**src/rtl/gemm_tile_sequencer.sv**
```systemverilog
// Purpose : host-side sequencer for the GEMM systolic core; loads weight tiles, streams
//           activation rows with bubble tagging, and buffers real result rows for the host.
// Latency : w handshake -> CMD_WRITE_WEIGHTS 1 cycle; row issue -> out_valid CORE_LAT stream cycles + 1.
// Backpr. : rows are only issued while FIFO occupancy plus real rows in flight is below OUT_DEPTH,
//           so the output FIFO never overflows; bubbles keep the core advancing meanwhile.
// Ports   : clk/resetn; start, cfg_rows, cfg_tiles, busy, done (job control);
//           w_* (weight tile in), act_* (activation row in), out_* (result row out);
//           cmd, weight_inputs, activation_inputs (to core); activation_outputs, output_valid (from core).

typedef enum logic [1:0] {
   CMD_NONE          = 2'd0,
   CMD_WRITE_WEIGHTS = 2'd1,
   CMD_STREAM        = 2'd2
} command_t;

module gemm_tile_sequencer #(
   parameter int SA_SIZE   = 4,
   parameter int DATA_W    = 8,
   parameter int MAX_ROWS  = 16,
   parameter int MAX_TILES = 4,
   parameter int CORE_LAT  = 2 * SA_SIZE,
   parameter int OUT_DEPTH = 4
) (
   input  logic                                         clk,
   input  logic                                         resetn,
   input  logic                                         start,
   input  logic [$clog2(MAX_ROWS+1)-1:0]                cfg_rows,
   input  logic [$clog2(MAX_TILES+1)-1:0]               cfg_tiles,
   output logic                                         busy,
   output logic                                         done,
   input  logic                                         w_valid,
   output logic                                         w_ready,
   input  logic [SA_SIZE-1:0][SA_SIZE-1:0][DATA_W-1:0]  w_data,
   input  logic                                         act_valid,
   output logic                                         act_ready,
   input  logic [SA_SIZE-1:0][DATA_W-1:0]               act_data,
   output logic                                         out_valid,
   input  logic                                         out_ready,
   output logic [SA_SIZE-1:0][DATA_W-1:0]               out_data,
   output logic                                         out_last_row,
   output logic                                         out_last,
   output logic [$clog2(MAX_TILES)-1:0]                 out_tile,
   output command_t                                     cmd,
   output logic [SA_SIZE-1:0][SA_SIZE-1:0][DATA_W-1:0]  weight_inputs,
   output logic [SA_SIZE-1:0][DATA_W-1:0]               activation_inputs,
   input  logic [SA_SIZE-1:0][DATA_W-1:0]               activation_outputs,
   input  logic                                         output_valid
);

   localparam int ROW_W  = $clog2(MAX_ROWS+1);
   localparam int TILE_W = $clog2(MAX_TILES+1);
   localparam int TIDX_W = $clog2(MAX_TILES);
   localparam int CNT_W  = $clog2(OUT_DEPTH+1);
   localparam int PTR_W  = (OUT_DEPTH > 1) ? $clog2(OUT_DEPTH) : 1;

   typedef enum logic [2:0] {S_IDLE, S_WAIT_W, S_LOAD_W, S_STREAM, S_DRAIN, S_WAIT_OUT} state_t;

   typedef struct packed {
      logic [SA_SIZE-1:0][DATA_W-1:0] data;
      logic                           last_row;
      logic                           last;
      logic [TIDX_W-1:0]              tile;
   } out_entry_t;

   state_t              state, state_nxt;
   logic                done_nxt;
   logic [ROW_W-1:0]    rows_q, issued, captured;
   logic [TILE_W-1:0]   tiles_q;
   logic [TIDX_W-1:0]   tile_idx;
   logic [CORE_LAT-1:0] tag;          // 1 = real row at that core pipeline position
   logic                tag_out;
   logic [CNT_W-1:0]    fifo_count;
   logic [PTR_W-1:0]    wr_ptr, rd_ptr;
   out_entry_t          fifo_mem [OUT_DEPTH];
   out_entry_t          push_entry, head;
   logic                streaming, credit_ok, issue_real, capture, pop;
   logic                cap_last_row, last_tile, tile_done;

   assign tag_out   = tag[CORE_LAT-1];
   assign streaming = (state == S_STREAM) || (state == S_DRAIN);
   // Captures still in the tag pipe hold a reservation, so a push can never find the FIFO full.
   assign credit_ok  = (int'(fifo_count) + $countones(tag)) < OUT_DEPTH;
   assign issue_real = (state == S_STREAM) && act_valid && credit_ok;
   assign capture    = streaming && tag_out;
   assign pop        = out_valid && out_ready;

   assign cap_last_row = (captured == rows_q - ROW_W'(1));
   assign last_tile    = (TILE_W'(tile_idx) == tiles_q - TILE_W'(1));
   assign tile_done    = (state == S_DRAIN) && ((captured + ROW_W'(capture)) == rows_q);

   assign push_entry = '{data: activation_outputs, last_row: cap_last_row,
                         last: cap_last_row && last_tile, tile: tile_idx};

   assign busy      = (state != S_IDLE);
   assign out_valid = (fifo_count != '0);
   assign head      = out_valid ? fifo_mem[rd_ptr] : '0;
   assign out_data     = head.data;
   assign out_last_row = head.last_row;
   assign out_last     = head.last;
   assign out_tile     = head.tile;

   always_comb begin
      state_nxt         = state;
      done_nxt          = 1'b0;
      cmd               = CMD_NONE;
      w_ready           = 1'b0;
      act_ready         = 1'b0;
      activation_inputs = '0;
      case (state)
         S_IDLE: begin
            if (start) begin
               if (cfg_rows == '0 || cfg_tiles == '0) done_nxt  = 1'b1;
               else                                   state_nxt = S_WAIT_W;
            end
         end
         S_WAIT_W: begin
            w_ready = 1'b1;
            if (w_valid) state_nxt = S_LOAD_W;
         end
         S_LOAD_W: begin
            cmd       = CMD_WRITE_WEIGHTS;
            state_nxt = S_STREAM;
         end
         S_STREAM: begin
            cmd = CMD_STREAM;
            if (issue_real) begin
               act_ready         = 1'b1;
               activation_inputs = act_data;
            end
            if ((issued + ROW_W'(issue_real)) == rows_q) state_nxt = S_DRAIN;
         end
         S_DRAIN: begin
            cmd = CMD_STREAM;
            if (tile_done) state_nxt = last_tile ? S_WAIT_OUT : S_WAIT_W;
         end
         S_WAIT_OUT: begin
            if (fifo_count == '0) begin
               done_nxt  = 1'b1;
               state_nxt = S_IDLE;
            end
         end
         default: state_nxt = S_IDLE;
      endcase
   end

   always_ff @(posedge clk or negedge resetn) begin
      if (!resetn) begin
         state         <= S_IDLE;
         done          <= 1'b0;
         rows_q        <= '0;
         tiles_q       <= '0;
         tile_idx      <= '0;
         issued        <= '0;
         captured      <= '0;
         tag           <= '0;
         weight_inputs <= '0;
         fifo_count    <= '0;
         wr_ptr        <= '0;
         rd_ptr        <= '0;
      end else begin
         state <= state_nxt;
         done  <= done_nxt;
         if (state == S_IDLE && state_nxt == S_WAIT_W) begin
            rows_q   <= cfg_rows;
            tiles_q  <= cfg_tiles;
            tile_idx <= '0;
         end
         if (state == S_WAIT_W && w_valid) weight_inputs <= w_data;
         if (state == S_LOAD_W) begin
            issued   <= '0;
            captured <= '0;
         end else begin
            if (issue_real) issued   <= issued + ROW_W'(1);
            if (capture)    captured <= captured + ROW_W'(1);
         end
         if (tile_done && !last_tile) tile_idx <= tile_idx + TIDX_W'(1);
         // The core only moves on stream cycles, so the tags must too.
         if (streaming) tag <= (tag << 1) | CORE_LAT'(issue_real);
         if (capture) wr_ptr <= (wr_ptr == PTR_W'(OUT_DEPTH-1)) ? '0 : wr_ptr + PTR_W'(1);
         if (pop)     rd_ptr <= (rd_ptr == PTR_W'(OUT_DEPTH-1)) ? '0 : rd_ptr + PTR_W'(1);
         case ({capture, pop})
            2'b10:   fifo_count <= fifo_count + CNT_W'(1);
            2'b01:   fifo_count <= fifo_count - CNT_W'(1);
            default: fifo_count <= fifo_count;
         endcase
      end
   end

   always_ff @(posedge clk or negedge resetn) begin
      if (!resetn) begin
         for (int i = 0; i < OUT_DEPTH; i++) fifo_mem[i] <= '0;
      end else if (capture) begin
         fifo_mem[wr_ptr] <= push_entry;
      end
   end

`ifndef SYNTHESIS
   // A tagged slot must carry a real core result.
   tag_implies_valid: assert property (@(posedge clk) disable iff (!resetn) capture |-> output_valid);
`endif

endmodule

```
**config.mk**
```make
export PLATFORM = sky130hd
export DESIGN_NAME = gemm_tile_sequencer
export DESIGN_NICKNAME = d
export VERILOG_FILES = /design/src/rtl/gemm_tile_sequencer.sv
export SDC_FILE = /design/constraint.sdc
export NUM_CORES = 1
export LEC_CHECK = 0
export CORE_MARGIN = 2
export CORE_UTILIZATION = 40
export DETAILED_ROUTE_END_ITERATION = 16
export GPL_ROUTABILITY_DRIVEN = 1
export GPL_TIMING_DRIVEN = 0
export PLACE_DENSITY = 0.71
export SETUP_SLACK_MARGIN = 0.3
export SLEW_MARGIN = 20
export SYNTH_ARGS = -nofsm -noshare
export SYNTH_HDL_FRONTEND = slang
export SYNTH_SLANG_ARGS = --single-unit
export TNS_END_PERCENT = 30
```
**constraint.sdc**
```tcl
create_clock -name clk -period 6.9 [get_ports clk]
set_input_delay 1.38 -clock clk [delete_from_list [all_inputs] [get_ports clk]]
set_output_delay 1.38 -clock clk [all_outputs]
set_load 0.01 [all_outputs]
```
==> results of run 1 <==
[cell type report]
cell class	count	area share, %
clock buffer	48	5.192
clock inverter	14	0.8517
timing repair buffer	411	21.03
buffer	56	1.489
multi-input combinational	564	28.84
antenna	2	0.02524
sequential	311	39.24
tap	455	2.871
inverter	24	0.4543
[worst max path at each step]
stage / from / end / slack (ns) / cells after the start
finish: tag[0]$_DFFE_PN0P_ / activation_inputs[22] / 0.97 / 12
global placement: resetn / weight_inputs[28]$_DFFE_PN0P_ / -9.34 / 1
detailed placement: tag[0]$_DFFE_PN0P_ / activation_inputs[22] / 1.48 / 12
floorplan: tag[0]$_DFFE_PN0P_ / activation_inputs[13] / 2.29 / 11
global route: tag[0]$_DFFE_PN0P_ / activation_inputs[18] / 0.75 / 12
CTS: tag[0]$_DFFE_PN0P_ / activation_inputs[22] / 0.91 / 12
[worst register-to-register path: stages, from the launching register on]
cell,delay (ns)
dfrtp_1,0.41
fa_1,0.54
inv_1,0.05
fa_1,0.44
fa_1,0.49
inv_1,0.04
ha_1,0.26
a21o_1,0.20
a211oi_1,0.39
clkbuf_1,0.36
ha_1,0.25
ha_1,0.23
nand3b_1,0.10
a221o_1,0.32
a211o_1,0.29
nand3_1,0.12
o2111ai_1,0.13
[through the flow]
step           instances  total power, uW  util (%)  cell area [um2]  worst slack (ns)
2_1_floorplan        955             5094         -            13890             2.289
3_3_place_gp        1818             7031     53.93            18540            -9.335
3_5_place_dp        1821             7123     54.19            18630             1.478
4_1_cts             1883             9104     57.68            19830            0.9086
5_1_grt             1884             9514     57.69            19830            0.7515
6_report            1885             8972     57.70            19830            0.9707
[logic make-up after synthesis]
kind of cell,after synthesis
flops,311
compound gates,49
fa+ha+maj,24
simple gates,158
xor+xnor,29
buf+inv,80
mux,304
[power by group]
part | internal, uW | switching (uW)
logic | 2440 | 1650
clock network | 1170 | 768
registers | 2550 | 399
[registers in the layout (all words and copies together), names as in the netlist]
name and count:
captured 5, rows_q 5, tile_idx 2, rd_ptr 2, tag 8, done 1
wr_ptr 2, weight_inputs 128, fifo_count 3, tiles_q 3, issued 5, state 3
fifo_mem 144
[per-layer routing]
layer / share of wire [%] / up-vias
met2: 50 / 271
li1: - / 4269
met3: 7.6 / 62
met1: 40 / 4712
met5: 0.055 / -
met4: 2.7 / 4
[cell usage in the layout, fill, tap and decap left out, drive strengths merged, types with 15 or more instances in the layout]
cell type / count
clkdlybuf4s50: 407
dfrtp: 311
mux2: 265
and2: 70
clkbuf: 68
nand2: 41
buf: 40
mux4: 36
inv: 26
o21ai: 22
ha: 20
xnor2: 15
==> impl_metrics.py, run 1 <==
metrics = {
    "final_layout": {
        "area_delta_synth_final_pct": 42.82,
        "drive_gt1_share_pct": 27.80,
        "seq_area_um2": 7782,
        "fillCellCount": 2768,
        "multi_input_comb_area_um2": 5719,
        "final_nets": 1637,
    },
    "global_route": {
        "overflow": 0,
        "grt_pass1_vias": 10110,
        "grt_use_met3_pct": 6.533,
        "grt_max_degree": 94,
        "grt.total_usage_pct": 20.21,
        "grtUsageMet1_pct": 24.23,
        "grt_pass1_wl_mm": 56.84,
        "antenna_found_initial": 4,
        "gr-usage-met2_pct": 34.53,
        "grt_busiest_layer": "met2",
    },
    "worst_setup_path": {
        "worstPathRequired_ns": 5.52,
        "critPathCaptureType": "output pin",
        "criticalPathCategory": "reg2out",
        "path_cells": "fa_1 -> inv_1 -> fa_1 -> fa_1 -> inv_1 -> ha_1 -> a21o_1 -> a211oi_1 -> buf_2 -> clkbuf_2 -> and2_1 -> clkdlybuf4s50_1",
        "r2r-start": "tag[0]$_DFFE_PN0P_",
        "crit_path_frequent_cell": "fa_1",
        "path_delay_family": "adder cells",
        "crit_arrival_ns": 4.55,
        "reg2regPathDepth": 16,
        "max_stage_delay_ns": 0.54,
        "crit_buf_inv": 5,
        "critPathLaunchType": "register",
        "r2r_end": "state[0]$_DFF_PN0_",
        "reg2reg_slack_ns": 2.14,
        "crit_path_max_fanout": 10,
        "cp_slowest_cell": "fa_1",
    },
    "timing": {
        "finalClockSkew_ns": 0.01979,
        "slew_viol_final": 0,
        "timing.final.crit_share_pct": 85.93,
        "worst_pin_slew_ns": 0.8114,
        "fin_hold_ws_ns": 0.4724,
        "relSlewSlack_pct": 45.91,
        "post-route-min-period_ns": 5.929,
        "hold_viol_final": 0,
        "clock.fmax_ghz": 0.1687,
        "setup_viol": 0,
        "tns_ns": 0,
        "rsz0062_at_grt": "no",
    },
    "clock_network": {
        "clk-insertion-delay-late_ns": 0.52,
        "cts-root-buf": "clkbuf_16",
        "clk_pin_slew_worst_paths_ns": 0.06,
        "cts_setup_buffers": 0,
        "ctsResizeCount": 0,
        "cts_tree": "yes",
        "cts_buffer_depth": 3,
        "numCtsBuffers": 38,
        "cts_max_level": 2,
        "cts.sinks": 311,
        "cts_hold_buffers": 0,
    },
    "placement": {
        "gp_congestion": 0.7589,
        "place_hpwl_mm": 26.76,
        "io_buffer_count": 408,
    },
    "drt": {
        "routedWlPerCell_um": 19.22,
        "vias": 9318,
        "vias_per_cell": 4.943,
        "drtAntennaViolNets": 0,
        "routed_wl_mm": 36.24,
        "drc": 0,
        "firstDrtPassIters": 4,
        "drt-initial-drc-count": 303,
    },
    "yosys": {
        "netlist_top_cells_count": "dfrtp_1 (311), mux2_2 (225), and2_1 (70)",
        "synth_top_family_by_area": "multiplexers",
        "synthSimpleGateAreaFrac_pct": 6.217,
        "synth_xor_area_share_pct": 1.829,
        "post_synth.cell_area_avg_um2": 14.54,
        "synth_fa_ha_area_share_pct": 2.379,
        "synth-compound-area-share_pct": 2.352,
        "ys_ff_latch": 311,
        "yosysMostFrequentCell": "dfrtp_1",
        "ys_types": 50,
        "synth-async-reset-ratio_pct": 100.0,
        "synth_top_cell_area_share_pct": 56.05,
        "synthMuxAreaShare_pct": 28.41,
        "syn_area_um2": 13890,
        "synthTopCellsByArea": "dfrtp_1 (56%), mux2_2 (18%), mux4_2 (5.8%)",
        "synth_seq_area_share_pct": 56.05,
        "ys_warn_count": 0,
        "synth_cells": 955,
        "yosysTopAreaCell": "dfrtp_1",
        "synth-edff-count": 0,
        "synth.net_count": 1186,
        "synth_flop_cell": "dfrtp_1",
    },
    "die": {
        "dieArea_um2": 36220,
        "die_h_um": 190.3,
        "die_w_um": 190.3,
        "start_util_pct": 40.40,
        "placementRows": 68,
        "io_pins": 410,
        "core_region_area_um2": 34370,
    },
    "worst_hold_path": {
        "min_to": "fifo_mem[74]$_DFFE_PN0P_",
        "hold_path.startpoint": "fifo_mem[74]$_DFFE_PN0P_",
        "whs_path_depth": 2,
        "hold_class": "reg2reg",
    },
    "flow_run": {
        "cap_violations": 0,
    },
    "pwr": {
        "p_per_area_nw_per_um2": 452.4,
        "ir_worst_vdd_v": 0.0002869,
        "p_leak_uw": 0.008377,
    },
    "status": {
        "outcome": "finished, final reports clean",
    },
}
(Power assumes the default switching activity.)
==> run 2, diff against run 1 <==
- CORE_UTILIZATION: 40 -> 30
- CTS_CLUSTER_SIZE: not set -> 30
- PLACE_DENSITY: 0.71 -> 0.57
- clock period: 6.9 -> 5.9 ns (I/O delays scaled with it)
==> run 2 against run 1 <==
  * Global-route usage is 4.0 points lower
  * Clock skew is 0.0044 ns lower
  * Register-to-register slack worse by 0.81 ns
  * Flip-flop and latch count stayed put
  * Clock power is 18% higher
  * Combinational power is 18% higher
  * Via count is 0.88% lower
  * Largest cell class unchanged
  * Highest routed layer unchanged
==> impl_metrics.py, run 2 (synthesized netlist as in run 1, its figures left out) <==
metrics = {
    "global_route": {
        "grt_pass1_wl_mm": 59.59,
        "grt_pass1_vias": 10170,
        "grt.total_usage_pct": 16.26,
        "antenna_found_initial": 1,
        "grt_max_degree": 93,
        "overflow": 0,
    },
    "drt": {
        "vias_per_cell": 4.545,
        "drt-initial-drc-count": 392,
        "drc": 0,
        "vias": 9236,
        "drtAntennaViolNets": 0,
        "routedWlPerCell_um": 18.95,
        "routed_wl_mm": 38.52,
        "firstDrtPassIters": 4,
    },
    "worst_setup_path": {
        "critPathCaptureType": "output pin",
        "critPathLaunchType": "register",
        "crit_arrival_ns": 4.32,
        "crit_start": "tag[0]$_DFFE_PN0P_",
        "cp_slowest_cell": "fa_1",
        "r2r-start": "tag[0]$_DFFE_PN0P_",
        "criticalPathCategory": "reg2out",
        "path_cells": "fa_1 -> inv_1 -> fa_1 -> fa_1 -> inv_1 -> ha_1 -> a21o_1 -> a211oi_4 -> buf_6 -> clkbuf_2 -> and2_1 -> clkdlybuf4s50_1",
        "worstPathRequired_ns": 4.72,
        "max_stage_delay_ns": 0.54,
        "crit_path_frequent_cell": "fa_1",
        "crit_path_max_fanout": 10,
    },
    "placement": {
        "io_buffer_count": 408,
        "gp_congestion": 0.7563,
        "pre_cts_slack_ns": 0.4557,
        "place_hpwl_mm": 28.40,
    },
    "clock_network": {
        "cts_buffer_depth": 3,
        "clk_pin_slew_worst_paths_ns": 0.06,
        "cts_tree": "yes",
        "cts-root-buf": "clkbuf_16",
        "cts.sinks": 311,
        "cts_max_level": 2,
        "clk-insertion-delay-late_ns": 0.54,
        "numCtsBuffers": 38,
        "cts_hold_buffers": 0,
    },
    "die": {
        "io_pins": 410,
        "placementRows": 78,
        "die_h_um": 219.1,
        "start_util_pct": 30.47,
        "core_region_area_um2": 45580,
        "die_w_um": 219.1,
        "dieArea_um2": 48020,
    },
    "worst_hold_path": {
        "hold_class": "reg2reg",
        "hold_path.startpoint": "fifo_mem[74]$_DFFE_PN0P_",
    },
    "timing": {
        "slew_viol_final": 0,
        "rsz0062_at_grt": "yes",
        "worst_pin_slew_ns": 0.7474,
        "tns_ns": 0,
        "post-route-min-period_ns": 5.498,
        "relSlewSlack_pct": 50.17,
        "clock.fmax_ghz": 0.1819,
        "timing.final.crit_share_pct": 93.19,
        "finalClockSkew_ns": 0.01538,
        "hold_viol_final": 0,
        "worst_slack_ns": 0.4020,
        "setup_viol": 0,
    },
    "pwr": {
        "combPwrFrac_pct": 45.9,
        "ir_worst_vdd_v": 0.0003065,
        "switching_share_pct": 31.58,
        "p_int_uw": 7225,
        "switchingPower_uw": 3335,
        "p_per_area_nw_per_um2": 526.6,
        "power_frac_clock_pct": 21.6,
        "seq_power_share_pct": 32.5,
        "p_leak_uw": 0.008411,
    },
    "final_layout": {
        "largest_reg_flops": 144,
        "layout_common_cells": "clkdlybuf4s50_1 (407), dfrtp_1 (311), mux2_2 (225), and2_1 (70), clkbuf_16 (39)",
        "top_register": "fifo_mem",
        "area_delta_synth_final_pct": 44.42,
        "top_regs": "fifo_mem x144, weight_inputs x128, tag x8",
        "final_nets": 1638,
        "layout_commonest_cell": "clkdlybuf4s50_1",
        "drive_gt1_share_pct": 28.28,
        "diodes": 0,
    },
    "status": {
        "outcome": "finished, final reports clean",
    },
    "flow_run": {
        "cap_violations": 0,
    },
}
-- run 2: cell count changes in the layout (fill, tap and decap cells not counted), moves of 2 or more --
| cell | change |
|---|---|
| clkbuf_8 | +4 |
| clkbuf_1 | -3 |
| clkinv_2 | +3 |
| diode_2 | -2 |
-- run 2: routing by layer --
metal,up-vias,global-route usage (%),routed length (um)
li1,4273,-,-
met1,4650,19.66,15840
met2,269,27.00,18540
met3,42,6.570,3526
met4,2,4.032,588
met5,-,0,13
-- run 2: path summary, 6_finish.rpt --
path                                                   to  slack, ns  cells after the start
max                                 activation_inputs[21]       0.40                     12
min                              fifo_mem[74]$_DFFE_PN0P_       0.48                      2
max reg2reg                            state[0]$_DFF_PN0_       1.33                     16
min reg2reg                      fifo_mem[74]$_DFFE_PN0P_       0.48                      2
max in group asynchronous              tag[3]$_DFFE_PN0P_       3.98                      3
min in group asynchronous  weight_inputs[127]$_DFFE_PN0P_       0.62                      1
-- run 2: what timing repair did --
action,in CTS,in global routing
pin swaps,1,0
gates resized for setup,5,3
setup endpoints to repair,32,32
setup buffers,1,0
-- run 2: cell type report --
class | instances | area, um2
fillers | 4167 | 25520
flip-flops and latches | 311 | 7782
multi-input cells | 564 | 5732
repair buffers | 412 | 4179
clock buffers | 51 | 1081
well taps | 600 | 750.7
plain buffers | 56 | 304.0
clock inverters | 14 | 135.1
inverters | 24 | 90.09
-- run 2: per-stage QoR --
stage / utilization, % / instances / hold slack, ns / total power, uW / cell area [um2]
5_1_grt: 44.00 / 2032 / 0.4923 / 11250 / 20050
3_3_place_gp: 41.08 / 1963 / 0.4546 / 8275 / 18720
3_5_place_dp: 41.27 / 1966 / 0.4627 / 8340 / 18810
4_1_cts: 44.00 / 2032 / 0.4764 / 10760 / 20050
6_report: 44.00 / 2032 / 0.4786 / 10560 / 20050
2_1_floorplan: - / 955 / 0.4432 / 5958 / 13890
-- run 2: critical path: cells and delay by family (launching register included) --
| family | cells | cell delay (ns) |
|---|---|---|
| compound gates | 2 | 0.54 |
| fa+ha+maj | 4 | 1.74 |
| buf+inv | 5 | 0.94 |
| flops | 1 | 0.41 |
| simple gates | 1 | 0.17 |
-- run 2: power by group through the flow --
stage                     registers [uW]  logic [uW]  clock network (uW)
after floorplan                     3590        2370                   0
after global placement              3440        4830                   0
after global routing                3550        5240                2460
after CTS                           3440        4950                2370
final                               3430        4840                2280
after detailed placement            3450        4890                   0
==> run 3, diff against run 2 <==
- REMOVE_ABC_BUFFERS: not set -> 1
==> run 3 against run 2 <==
  * Critical path depth decreased by 1
  * Routed wire length shrank 7.5%
  * Die area is the same
  * First-iteration DRC count down 2.3%
  * Non-clock buffer count is 50 lower
  * Combinational power down 4%
  * Setup slack better by 0.12 ns
  * Global-route usage shrank 1.4 points
  * Clock skew shrank 0.0030 ns
  * Sequential power grew 3%
  * Sequential share of layout area is 0.29 points higher
  * Critical path type unchanged
  * Critical endpoint is now activation_inputs[14]
  * Largest power group unchanged
==> impl_metrics.py, run 3 (synthesized netlist as in run 1, its figures left out) <==
metrics = {
    "clock_network": {
        "cts_max_level": 2,
        "cts_tree": "yes",
        "numCtsBuffers": 38,
        "cts-root-buf": "clkbuf_16",
        "cts_buffer_depth": 3,
        "cts.sinks": 311,
        "cts_hold_buffers": 0,
        "clk-insertion-delay-late_ns": 0.54,
        "clk_pin_slew_worst_paths_ns": 0.05,
    },
    "final_layout": {
        "top_regs": "fifo_mem x144, weight_inputs x128, tag x8",
        "largest_reg_flops": 144,
        "fillCellCount": 4241,
        "drive_gt1_share_pct": 27.53,
        "final_nets": 1588,
        "final_util_pct": 43.70,
        "top_register": "fifo_mem",
        "area_delta_synth_final_pct": 43.44,
        "layout_common_cells": "clkdlybuf4s50_1 (407), dfrtp_1 (309), mux2_2 (225), and2_1 (69), clkbuf_16 (38)",
        "layout_commonest_cell": "clkdlybuf4s50_1",
    },
    "worst_hold_path": {
        "hold_class": "reg2reg",
    },
    "worst_setup_path": {
        "crit_arrival_ns": 4.20,
        "cp_slowest_cell": "fa_1",
        "crit_path_max_fanout": 31,
        "critPathLaunchType": "register",
        "criticalPathCategory": "reg2out",
        "critPathCaptureType": "output pin",
        "path_cells": "fa_1 -> inv_1 -> fa_1 -> fa_1 -> inv_1 -> ha_1 -> a21o_1 -> a211oi_4 -> buf_6 -> and2_1 -> clkdlybuf4s50_1",
        "crit_path_frequent_cell": "fa_1",
        "max_stage_delay_ns": 0.55,
        "worstPathRequired_ns": 4.72,
        "crit_buf_inv": 4,
        "path_delay_family": "adder cells",
    },
    "global_route": {
        "overflow": 0,
        "grt.total_usage_pct": 14.90,
        "grt_max_degree": 94,
        "antenna_found_initial": 1,
        "grt_pass1_vias": 9719,
        "grt_pass1_wl_mm": 55.64,
    },
    "timing": {
        "clock.fmax_ghz": 0.1859,
        "rsz0062_at_grt": "no",
        "setup_viol": 0,
        "tns_ns": 0,
        "finalClockSkew_ns": 0.01241,
        "worst_pin_slew_ns": 0.8653,
        "fin_hold_ws_ns": 0.4760,
        "slew_viol_final": 0,
        "hold_viol_final": 0,
        "timing.final.crit_share_pct": 91.15,
        "post-route-min-period_ns": 5.378,
        "relSlewSlack_pct": 42.32,
    },
    "drt": {
        "vias_per_cell": 4.577,
        "routed_wl_mm": 35.63,
        "drc": 0,
        "routedWlPerCell_um": 17.95,
        "drtAntennaViolNets": 0,
        "drt-initial-drc-count": 383,
        "firstDrtPassIters": 4,
        "vias": 9086,
    },
    "pwr": {
        "p_leak_uw": 0.008330,
        "p_per_area_nw_per_um2": 525.2,
        "ir_worst_vdd_v": 0.0002764,
    },
    "die": {
        "core_region_area_um2": 45580,
        "die_w_um": 219.1,
        "start_util_pct": 30.47,
        "dieArea_um2": 48020,
        "io_pins": 410,
        "die_h_um": 219.1,
        "placementRows": 78,
    },
    "status": {
        "outcome": "finished, final reports clean",
    },
    "placement": {
        "gp_congestion": 0.7624,
        "place_hpwl_mm": 24.27,
        "io_buffer_count": 408,
    },
    "flow_run": {
        "cap_violations": 0,
    },
}
[run 3: per-stage QoR]
step / cell area (um2) / std cells / setup WS [ns] / power (uW)
floorplan: 13590 / 899 / 0.2731 / 5926
CTS: 19920 / 1984 / 0.4512 / 10650
detailed placement: 18690 / 1916 / 0.7685 / 8278
finish: 19920 / 1985 / 0.5219 / 10460
global placement: 18430 / 1907 / -10.41 / 8208
global route: 19920 / 1985 / 0.3278 / 11110
[run 3: worst reg2reg max path, cell delays in order (launching register included)]
cell	delay, ns
dfrtp_1	0.42
fa_1	0.55
inv_1	0.05
fa_1	0.44
fa_1	0.50
inv_1	0.04
ha_1	0.26
a21o_1	0.22
a211oi_4	0.26
buf_4	0.21
ha_1	0.18
ha_1	0.22
nand3b_1	0.09
a221o_1	0.32
a211o_1	0.28
nand3_1	0.11
o2111ai_1	0.12
[run 3: layer usage]
layer | up-vias | wire length, um | global-route usage (%)
met5 | - | 0 | 0
met4 | 0 | 843 | 5.023
met1 | 4630 | 15210 | 18.88
met3 | 55 | 1704 | 3.077
met2 | 224 | 17870 | 25.33
li1 | 4177 | - | -
[run 3: final timing paths]
path,to,slack (ns),cells after the start,from
setup / recovery,activation_inputs[14],0.52,11,tag[0]$_DFFE_PN0P_
hold / removal,fifo_mem[36]$_DFFE_PN0P_,0.48,2,fifo_mem[36]$_DFFE_PN0P_
setup reg to reg,state[0]$_DFF_PN0_,1.52,16,tag[0]$_DFFE_PN0P_
hold reg to reg,fifo_mem[36]$_DFFE_PN0P_,0.48,2,fifo_mem[36]$_DFFE_PN0P_
max in group asynchronous,weight_inputs[16]$_DFFE_PN0P_,4.41,2,resetn
min in group asynchronous,weight_inputs[126]$_DFFE_PN0P_,0.60,1,resetn
[run 3: timing repair]
item	4_1_cts	5_1_grt
gates resized for setup	0	0
setup endpoints to repair	31	0
setup buffers	1	0
endpoints found under the hold margin	0	0
[run 3: final cells by class]
type | instances | area [um2] | area share [%]
diodes | 1 | 2.502 | 0.01256
flip-flops and latches | 311 | 7787 | 39.10
clock inverters | 14 | 142.6 | 0.7161
repair buffers | 418 | 4305 | 21.62
inverters | 24 | 90.09 | 0.4523
well taps | 600 | 750.7 | 3.769
clock buffers | 53 | 1077 | 5.409
multi-input cells | 564 | 5762 | 28.93
[run 3: power breakdown]
group	internal, uW	switching [uW]	total, uW
Combinational	2870	1790	4660
Clock	1370	914	2280
Sequential	2980	539	3520
